===== config.mk =====
export PLATFORM = sky130hd
export DESIGN_NAME = ir_nec_decoder
export DESIGN_NICKNAME = d
export VERILOG_FILES = /design/src/rtl/ir_nec_decoder.sv
export SDC_FILE = /design/constraint.sdc
export NUM_CORES = 1
export LEC_CHECK = 0
export CAP_MARGIN = 40
export CELL_PAD_IN_SITES_DETAIL_PLACEMENT = 1
export CELL_PAD_IN_SITES_GLOBAL_PLACEMENT = 1
export CORE_MARGIN = 8
export CORE_UTILIZATION = 48
export DETAILED_ROUTE_END_ITERATION = 7
export PLACE_DENSITY_LB_ADDON = 0.15
export SETUP_SLACK_MARGIN = 0.5
export SYNTH_ARGS = -nofsm -noshare
export SYNTH_HDL_FRONTEND = slang
export SYNTH_SLANG_ARGS = --single-unit

===== constraint.sdc =====
create_clock -name clk -period 4.2 [get_ports clk]
set_input_delay 1.26 -clock clk [delete_from_list [all_inputs] [get_ports clk]]
set_output_delay 1.26 -clock clk [all_outputs]
set_load 0.05 [all_outputs]

===== src/rtl/ir_nec_decoder.sv =====
// NEC IR frame decoder: times mark/space durations in half-unit ticks and emits
// read/done/error/repeat_code event pulses plus the last good address/command.
module ir_nec_decoder #(
    parameter int unsigned TICKS_PER_UNIT = 28125,
    parameter int unsigned TIMEOUT_HALF   = 40
) (
    input  logic       clk,
    input  logic       reset,
    input  logic       ir_in,
    output logic       read,
    output logic       done,
    output logic       error,
    output logic       repeat_code,
    output logic [7:0] address,
    output logic [7:0] command,
    output logic       busy
);

    localparam int unsigned HALF = TICKS_PER_UNIT / 2;
    localparam int unsigned PW   = (HALF > 1) ? $clog2(HALF) : 1;
    localparam logic [PW-1:0] PRESC_MAX = PW'(HALF - 1);
    localparam logic [7:0]    TIMEOUT   = (TIMEOUT_HALF > 255) ? 8'd255 : 8'(TIMEOUT_HALF);

    typedef enum logic [2:0] {
        S_IDLE,
        S_LEAD_MARK,
        S_LEAD_SPACE,
        S_BIT_MARK,
        S_BIT_SPACE,
        S_REP_MARK,
        S_CHECK
    } state_t;

    state_t      state_q, state_d;
    logic        ir_s1_q, ir_s2_q, mark_q;
    logic [PW-1:0] presc_q;
    logic [7:0]  dur_q;
    logic [31:0] sr_q, sr_d;
    logic [5:0]  bit_cnt_q, bit_cnt_d;
    logic        read_q, read_d, done_q, done_d;
    logic        error_q, error_d, rep_q, rep_d;
    logic [7:0]  addr_q, addr_d, cmd_q, cmd_d;

    logic mark, rise, fall, edge_any, timeout;

    function automatic logic in_win(input logic [7:0] v, input logic [7:0] lo, input logic [7:0] hi);
        return (v >= lo) && (v <= hi);
    endfunction

    assign mark     = ~ir_s2_q;
    assign rise     = mark & ~mark_q;
    assign fall     = ~mark & mark_q;
    assign edge_any = rise | fall;
    assign timeout  = dur_q > TIMEOUT;

    // Synchronizer flops reset to the idle-high level so reset release never fakes an edge.
    always_ff @(posedge clk or posedge reset) begin
        if (reset) begin
            ir_s1_q <= 1'b1;
            ir_s2_q <= 1'b1;
            mark_q  <= 1'b0;
        end else begin
            ir_s1_q <= ir_in;
            ir_s2_q <= ir_s1_q;
            mark_q  <= mark;
        end
    end

    // dur counts completed half-units since the last mark edge.
    always_ff @(posedge clk or posedge reset) begin
        if (reset) begin
            presc_q <= '0;
            dur_q   <= '0;
        end else if (edge_any) begin
            presc_q <= '0;
            dur_q   <= '0;
        end else if (presc_q == PRESC_MAX) begin
            presc_q <= '0;
            if (dur_q != 8'd255) begin
                dur_q <= dur_q + 8'd1;
            end
        end else begin
            presc_q <= presc_q + 1'b1;
        end
    end

    always_comb begin
        state_d   = state_q;
        sr_d      = sr_q;
        bit_cnt_d = bit_cnt_q;
        read_d    = 1'b0;
        done_d    = 1'b0;
        error_d   = 1'b0;
        rep_d     = 1'b0;
        addr_d    = addr_q;
        cmd_d     = cmd_q;
        case (state_q)
            S_IDLE: begin
                if (rise) state_d = S_LEAD_MARK;
            end
            S_LEAD_MARK: begin
                if (fall) state_d = in_win(dur_q, 8'd28, 8'd36) ? S_LEAD_SPACE : S_IDLE;
            end
            S_LEAD_SPACE: begin
                if (timeout) begin
                    state_d = S_IDLE;
                end else if (rise) begin
                    if (in_win(dur_q, 8'd14, 8'd18)) begin
                        state_d   = S_BIT_MARK;
                        bit_cnt_d = '0;
                        read_d    = 1'b1;
                    end else if (in_win(dur_q, 8'd6, 8'd10)) begin
                        state_d = S_REP_MARK;
                    end else begin
                        state_d = S_IDLE;
                    end
                end
            end
            S_BIT_MARK: begin
                if (timeout) begin
                    state_d = S_IDLE;
                    error_d = 1'b1;
                end else if (fall) begin
                    if (in_win(dur_q, 8'd1, 8'd3)) begin
                        state_d = (bit_cnt_q == 6'd32) ? S_CHECK : S_BIT_SPACE;
                    end else begin
                        state_d = S_IDLE;
                        error_d = 1'b1;
                    end
                end
            end
            S_BIT_SPACE: begin
                if (timeout) begin
                    state_d = S_IDLE;
                    error_d = 1'b1;
                end else if (rise) begin
                    if (in_win(dur_q, 8'd1, 8'd3) || in_win(dur_q, 8'd5, 8'd7)) begin
                        sr_d      = {in_win(dur_q, 8'd5, 8'd7), sr_q[31:1]};
                        bit_cnt_d = bit_cnt_q + 6'd1;
                        state_d   = S_BIT_MARK;
                    end else begin
                        state_d = S_IDLE;
                        error_d = 1'b1;
                    end
                end
            end
            S_REP_MARK: begin
                if (fall) begin
                    state_d = S_IDLE;
                    rep_d   = in_win(dur_q, 8'd1, 8'd3);
                end
            end
            S_CHECK: begin
                state_d = S_IDLE;
                if ((sr_q[15:8] == ~sr_q[7:0]) && (sr_q[31:24] == ~sr_q[23:16])) begin
                    addr_d = sr_q[7:0];
                    cmd_d  = sr_q[23:16];
                    done_d = 1'b1;
                end else begin
                    error_d = 1'b1;
                end
            end
            default: state_d = S_IDLE;
        endcase
    end

    always_ff @(posedge clk or posedge reset) begin
        if (reset) begin
            state_q   <= S_IDLE;
            sr_q      <= '0;
            bit_cnt_q <= '0;
            read_q    <= 1'b0;
            done_q    <= 1'b0;
            error_q   <= 1'b0;
            rep_q     <= 1'b0;
            addr_q    <= '0;
            cmd_q     <= '0;
        end else begin
            state_q   <= state_d;
            sr_q      <= sr_d;
            bit_cnt_q <= bit_cnt_d;
            read_q    <= read_d;
            done_q    <= done_d;
            error_q   <= error_d;
            rep_q     <= rep_d;
            addr_q    <= addr_d;
            cmd_q     <= cmd_d;
        end
    end

    assign read        = read_q;
    assign done        = done_q;
    assign error       = error_q;
    assign repeat_code = rep_q;
    assign address     = addr_q;
    assign command     = cmd_q;
    assign busy        = (state_q != S_IDLE);

endmodule


==> flow_summary.json, run 1 <==
{
  "ys_seq_elements": 86,
  "yosysWarningCount": 0,
  "critPathKind": "flop to primary output",
  "wl_mm": 8.46,
  "ctsHoldBuffers": 0,
  "rsz0062_at_grt": "false",
  "cp.arrival_ns": 2.17,
  "critPathLaunchType": "flop",
  "insertion_delay_ns": 0.36,
  "antenna_found_initial": 0,
  "grt_overflow": 0,
  "synth_xor_area_frac": 0.0694,
  "ys.flop_type": "dfrtp_1",
  "yosys.area.top_type": "dfrtp_1",
  "ios": 24,
  "skew_ns": 0.0139,
  "synthTopCellsByCount": "dfrtp_1 (84), mux2_2 (48), nand2_1 (23), nor2_1 (22), xnor2_1 (22)",
  "dp.cells": 481,
  "htree_num_levels": 3,
  "syn_to_final_growth_pct": 12.9,
  "setup_ws_ns": 0.774,
  "synth_edf_count": 0,
  "end_kind": "primary output",
  "clk_pin_slew_ns": 0.10,
  "period_share": 0.816,
  "grt.busiest_layer": "met2",
  "viasPerCell": 5.48,
  "drtIter0Drc": 84,
  "post-dp-hpwl_mm": 5.98,
  "finalSetupViolCount": 0,
  "coreArea_sq_mm": 0.00855,
  "drt.antenna.violating_nets": 0,
  "cts-resized-gates": 0,
  "setup_tns_ns": 0,
  "synthMuxAreaShare": 0.147,
  "first_global_vias": 3077,
  "port_buffers": 23,
  "synth-compound-area-share": 0.0529,
  "nets": 397,
  "synth_area_sq_mm": 0.00416,
  "r2r_end": "command[4]",
  "ys_seq_area_frac": 0.517,
  "die_x_um": 109,
  "cts_tree": "done",
  "gp_congestion": 0.812,
  "synth_fa_ha_area_frac": 0.0300,
  "yosys.area.top_type_share": 0.505,
  "hold_path.startpoint": "ir_s1_q",
  "max-slew-margin-rel": 0.422,
  "synth.distinct_cells": 50,
  "syn_avg_cell_area_sq_um": 11.5,
  "grt.total_usage": 0.159,
  "drv_cap": 0,
  "cts_buffer_depth": 2,
  "wl_per_cell_um": 17.0,
  "reg2regPathDepth": 5,
  "ys_top_cells_by_area": "dfrtp_1 (50%), mux2_2 (13%), xnor2_1 (4.6%)",
  "use_met3": 0.0366,
  "tightest_slew_ns": 0.864,
  "hold_path_class": "flop to flop",
  "dieArea_sq_mm": 0.0119,
  "grt_max_degree": 43,
  "crit_fanout": 12,
  "first_pass_iters": 4,
  "hold_end": "ir_s2_q",
  "status": "finished clean",
  "timing.fmax_mhz": 292,
  "p_leak_nw": 2.12,
  "grt_use_met1": 0.200,
  "start_util": 0.487,
  "max-vdd-ir-drop_mv": 0.189,
  "insertedDiodeCount": 0,
  "yosys.area_share.simple": 0.154,
  "holdPathStages": 0,
  "die_h_um": 109,
  "async_flop_share": 1.00,
  "required_ns": 2.94,
  "r2r_start": "sr_q[20]",
  "yosysMostFrequentCell": "dfrtp_1",
  "use_met2": 0.263,
  "rrSetupSlack_ns": 1.75,
  "synth_nets": 374,
  "root_buffer": "clkbuf_8",
  "cts-buffers-inserted": 9,
  "power_density_mw_per_mm2": 332,
  "synth_top_family_by_area": "simple AND/OR/NAND/NOR gates",
  "final_cells": 497,
  "post_cts_buffers": 0,
  "grt_pass1_wl_mm": 15.0,
  "fp-row-count": 34,
  "drc": 0,
  "post-place-ws_ns": 1.16,
  "hold_viol": 0,
  "drive_gt1_frac": 0.203,
  "numClockSinks": 86,
  "synthCells": 361,
  "maxSlewViolCount": 0,
  "min_period_ns": 3.43,
  "routed-via-count": 2724
}
[worst max path at each step]
stage,from,endpoint,cells past startpoint
CTS,state_q[2],busy,3
global route,state_q[2],busy,3
finish,state_q[2],busy,3
floorplan,reset,address[0],1
detailed placement,state_q[2],busy,3
global placement,state_q[2],busy,3
[kinds of logic after synthesis]
logic type,after synthesis
adders and majority gates,10
buffers and inverters,26
AOI/OAI and AO/OA,32
DFF,86
xor gates and xnor gates,33
muxes,55
and+or+nand+nor,119
[final cells by class]
cell class / instances / area (sq um)
clock inverter: 6 / 70.1
clock buffer: 10 / 128
multi-input combinational: 249 / 1890
fill: 886 / 3850
timing repair buffer: 26 / 278
inverter: 12 / 46.3
tap: 108 / 135
sequential: 86 / 2150
[power breakdown]
| part | internal, mW | switching, mW |
|---|---|---|
| clock network | 0.279 | 0.308 |
| registers | 0.839 | 0.0250 |
| logic | 0.0418 | 0.0685 |
[layer usage]
metal | vias to the layer above | part of all wire | wire (um)
li1 | 1301 | - | -
met1 | 1388 | 0.47 | 3970
met2 | 24 | 0.49 | 4180
met3 | 11 | 0.023 | 194
met4 | 0 | 0.014 | 115
met5 | - | 0 | 0
[state kept, by name (all words and copies together), names as in the netlist]
signal / flops
done: 1
ir_s1_q: 1
state_q: 3
presc_q: 14
address: 8
read: 1
error: 1
ir_s2_q: 1
sr_q: 32
mark_q: 1
repeat_code: 1
dur_q: 8
command: 8
bit_cnt_q: 6
[cells in the final DEF (no fill, tap or decap), types with 2 or more instances in the layout]
cell type,instances
dfrtp_1,84
mux2_2,48
nand2_1,23
clkdlybuf4s50_1,23
nor2_1,22
xnor2_1,22
nand3_1,21
a21oi_1,11
xor2_1,11
inv_1,10
ha_1,10
nor3_1,9
clkbuf_8,9
nand2b_1,7
and2_1,6
mux2i_1,6
nor4_1,6
a31oi_1,3
o22ai_1,3
or2_2,3
and3_1,3
nor3b_1,3
clkinvlp_4,3
or4_1,2
nor2b_1,2
or3_4,2
nand4_1,2
o21ai_0,2
a41oi_1,2
o21a_1,2
inv_6,2
dfstp_2,2
buf_12,2
[critical path, stage by stage (launching register included)]
cell and delay, ns:
dfrtp_1 0.55, clkinv_1 0.33, nand2_1 0.13, clkdlybuf4s50_1 0.81
[per-stage QoR]
stage	cell area [sq um]	hold WS [ns]	total power, mW	utilization
2_1_floorplan	4160	0.345	0.955	-
4_1_cts	4700	0.378	1.59	0.550
3_3_place_gp	4480	0.350	0.984	0.524
5_1_grt	4700	0.389	1.63	0.550
3_5_place_dp	4500	0.352	0.993	0.526
6_report	4700	0.380	1.56	0.550
Note: power is estimated with default switching activity, not from simulation.
==> inputs of run 2 (changes only) <==
--- a/config.mk
+++ b/config.mk
@@ -9,7 +9,7 @@
 export CELL_PAD_IN_SITES_DETAIL_PLACEMENT = 1
 export CELL_PAD_IN_SITES_GLOBAL_PLACEMENT = 1
 export CORE_MARGIN = 8
-export CORE_UTILIZATION = 48
+export CORE_UTILIZATION = 43
 export DETAILED_ROUTE_END_ITERATION = 7
 export PLACE_DENSITY_LB_ADDON = 0.15
 export SETUP_SLACK_MARGIN = 0.5
==> constraint.sdc (replaced) <==
create_clock -name clk -period 3 [get_ports clk]
set_input_delay 0.9 -clock clk [delete_from_list [all_inputs] [get_ports clk]]
set_output_delay 0.9 -clock clk [all_outputs]
set_load 0.05 [all_outputs]
==> run 2 against run 1 <==
Net effect: clock power grew 37%; core utilization shrank 5.3 points; worst hold slack lost 0.020 ns; clock skew shrank 0.0082 ns; setup slack lost 0.23 ns; final area grew 1.5%; critical path depth shrank 2.
==> flow_summary.json, run 2 (synthesis results as in run 1) <==
{
  "status": "finished clean",
  "grt_overflow": 0,
  "critPathKind": "flop to primary output",
  "fp-row-count": 36,
  "post-route-util": 0.497,
  "hold_path.startpoint": "ir_s1_q",
  "gp_congestion": 0.776,
  "r2r_start": "dur_q[1]",
  "use_met3": 0.0306,
  "first_global_vias": 2916,
  "grt_max_degree": 35,
  "ctsHoldBuffers": 0,
  "nets": 402,
  "grt_use_met1": 0.180,
  "insertedDiodeCount": 0,
  "drtIter0Drc": 98,
  "coreArea_sq_mm": 0.00959,
  "hold_viol": 0,
  "required_ns": 2.10,
  "cts_buffer_depth": 2,
  "tightest_slew_ns": 0.661,
  "antenna_found_initial": 0,
  "crit_fanout": 2,
  "start_util": 0.434,
  "wl_mm": 8.62,
  "reg_top3": "sr_q: 32 flops, presc_q: 14 flops",
  "post-dp-hpwl_mm": 6.14,
  "cts_tree": "done",
  "crit_path_top_delay_cell": "clkdlybuf4s50_1",
  "die_x_um": 114,
  "power_density_mw_per_mm2": 454,
  "maxSlewViolCount": 0,
  "slowest_delay_ns": 0.84,
  "crit_family": "buffers and inverters",
  "drv_cap": 0,
  "cp.arrival_ns": 1.55,
  "port_buffers": 23,
  "viasPerCell": 5.21,
  "setup_tns_ns": 0,
  "path_cells": "clkdlybuf4s50_1",
  "ios": 24,
  "final_common_cell": "dfrtp_1",
  "hold_path_class": "flop to flop",
  "insertion_delay_ns": 0.35,
  "min_period_ns": 2.45,
  "finalInstanceArea_sq_mm": 0.00477,
  "skew_ns": 0.00570,
  "startpoint": "command[0]",
  "drive_gt1_frac": 0.216,
  "htree_num_levels": 3,
  "max-slew-margin-rel": 0.558,
  "syn_to_final_growth_pct": 14.5,
  "grt.busiest_layer": "met2",
  "clk_pin_slew_ns": 0.08,
  "period_share": 0.817,
  "end_kind": "primary output",
  "finalSetupViolCount": 0,
  "grt.total_usage": 0.143,
  "largest_reg_flops": 32,
  "critPathLaunchType": "flop",
  "root_buffer": "clkbuf_8",
  "worst-path-buf-inv": 1,
  "rsz0062_at_grt": "false",
  "placed_area_sq_mm": 0.00455,
  "regMostFlops": "sr_q",
  "die_h_um": 114,
  "numClockSinks": 86,
  "p_leak_nw": 2.17,
  "dieArea_sq_mm": 0.0131,
  "grt_pass1_wl_mm": 14.9,
  "routed-via-count": 2746,
  "timing.fmax_mhz": 408,
  "final_cell_mix": "dfrtp_1 (83), mux2_2 (48), nand2_1 (23), nor2_1 (22), xnor2_1 (22)",
  "cts-buffers-inserted": 9,
  "max-vdd-ir-drop_mv": 0.223,
  "first_pass_iters": 4,
  "drc": 0,
  "drt.antenna.violating_nets": 0,
  "wl_per_cell_um": 16.4,
  "use_met2": 0.229
}
run 2: what timing repair did:
| action | in CTS | in global routing |
|---|---|---|
| resized for setup | 1 | 2 |
| setup buffers | 0 | 3 |
| setup endpoints to repair | 1 | 10 |
| gates cloned | 0 | 0 |
| pin swaps | 0 | 1 |
run 2: where the power goes:
| part | total [mW] | switching [mW] | internal, mW |
|---|---|---|---|
| sequential | 1.21 | 0.0355 | 1.17 |
| combinational | 0.151 | 0.0948 | 0.0558 |
| clock | 0.806 | 0.397 | 0.409 |
run 2: area by class of cell:
cell class	instances	area, sq um
multi-input cells	249	1890
well taps	133	166
flip-flops and latches	86	2160
repair buffers	31	315
clock inverters	3	43.8
inverters	12	50.0
fillers	1035	4830
clock buffers	13	149
run 2: path summary, 6_finish.rpt:
check                                    end  cells after the start  slack [ns]
worst max-delay path              command[0]                      1        0.55
worst min-delay path                 ir_s2_q                      0        0.36
worst max register to register    state_q[0]                      7        0.78
worst min register to register       ir_s2_q                      0        0.36
max in group asynchronous        presc_q[13]                      3        1.53
min in group asynchronous       bit_cnt_q[0]                      2        0.92
run 2: stage by stage:
step / power, mW / cells / setup slack [ns] / hold WS [ns]
after detailed placement: 1.39 / 508 / 0.669 / 0.349
after CTS: 2.20 / 524 / 0.511 / 0.362
after global routing: 2.26 / 527 / 0.503 / 0.367
after global placement: 1.38 / 508 / 0.738 / 0.347
after floorplan: 1.34 / 361 / 1.04 / 0.345
final: 2.17 / 527 / 0.548 / 0.360
run 2: metal layers:
layer / vias up / share of wire
met3: 12 / 0.029
met2: 28 / 0.49
met5: - / 0
li1: 1318 / -
met4: 0 / 0.018
met1: 1388 / 0.47
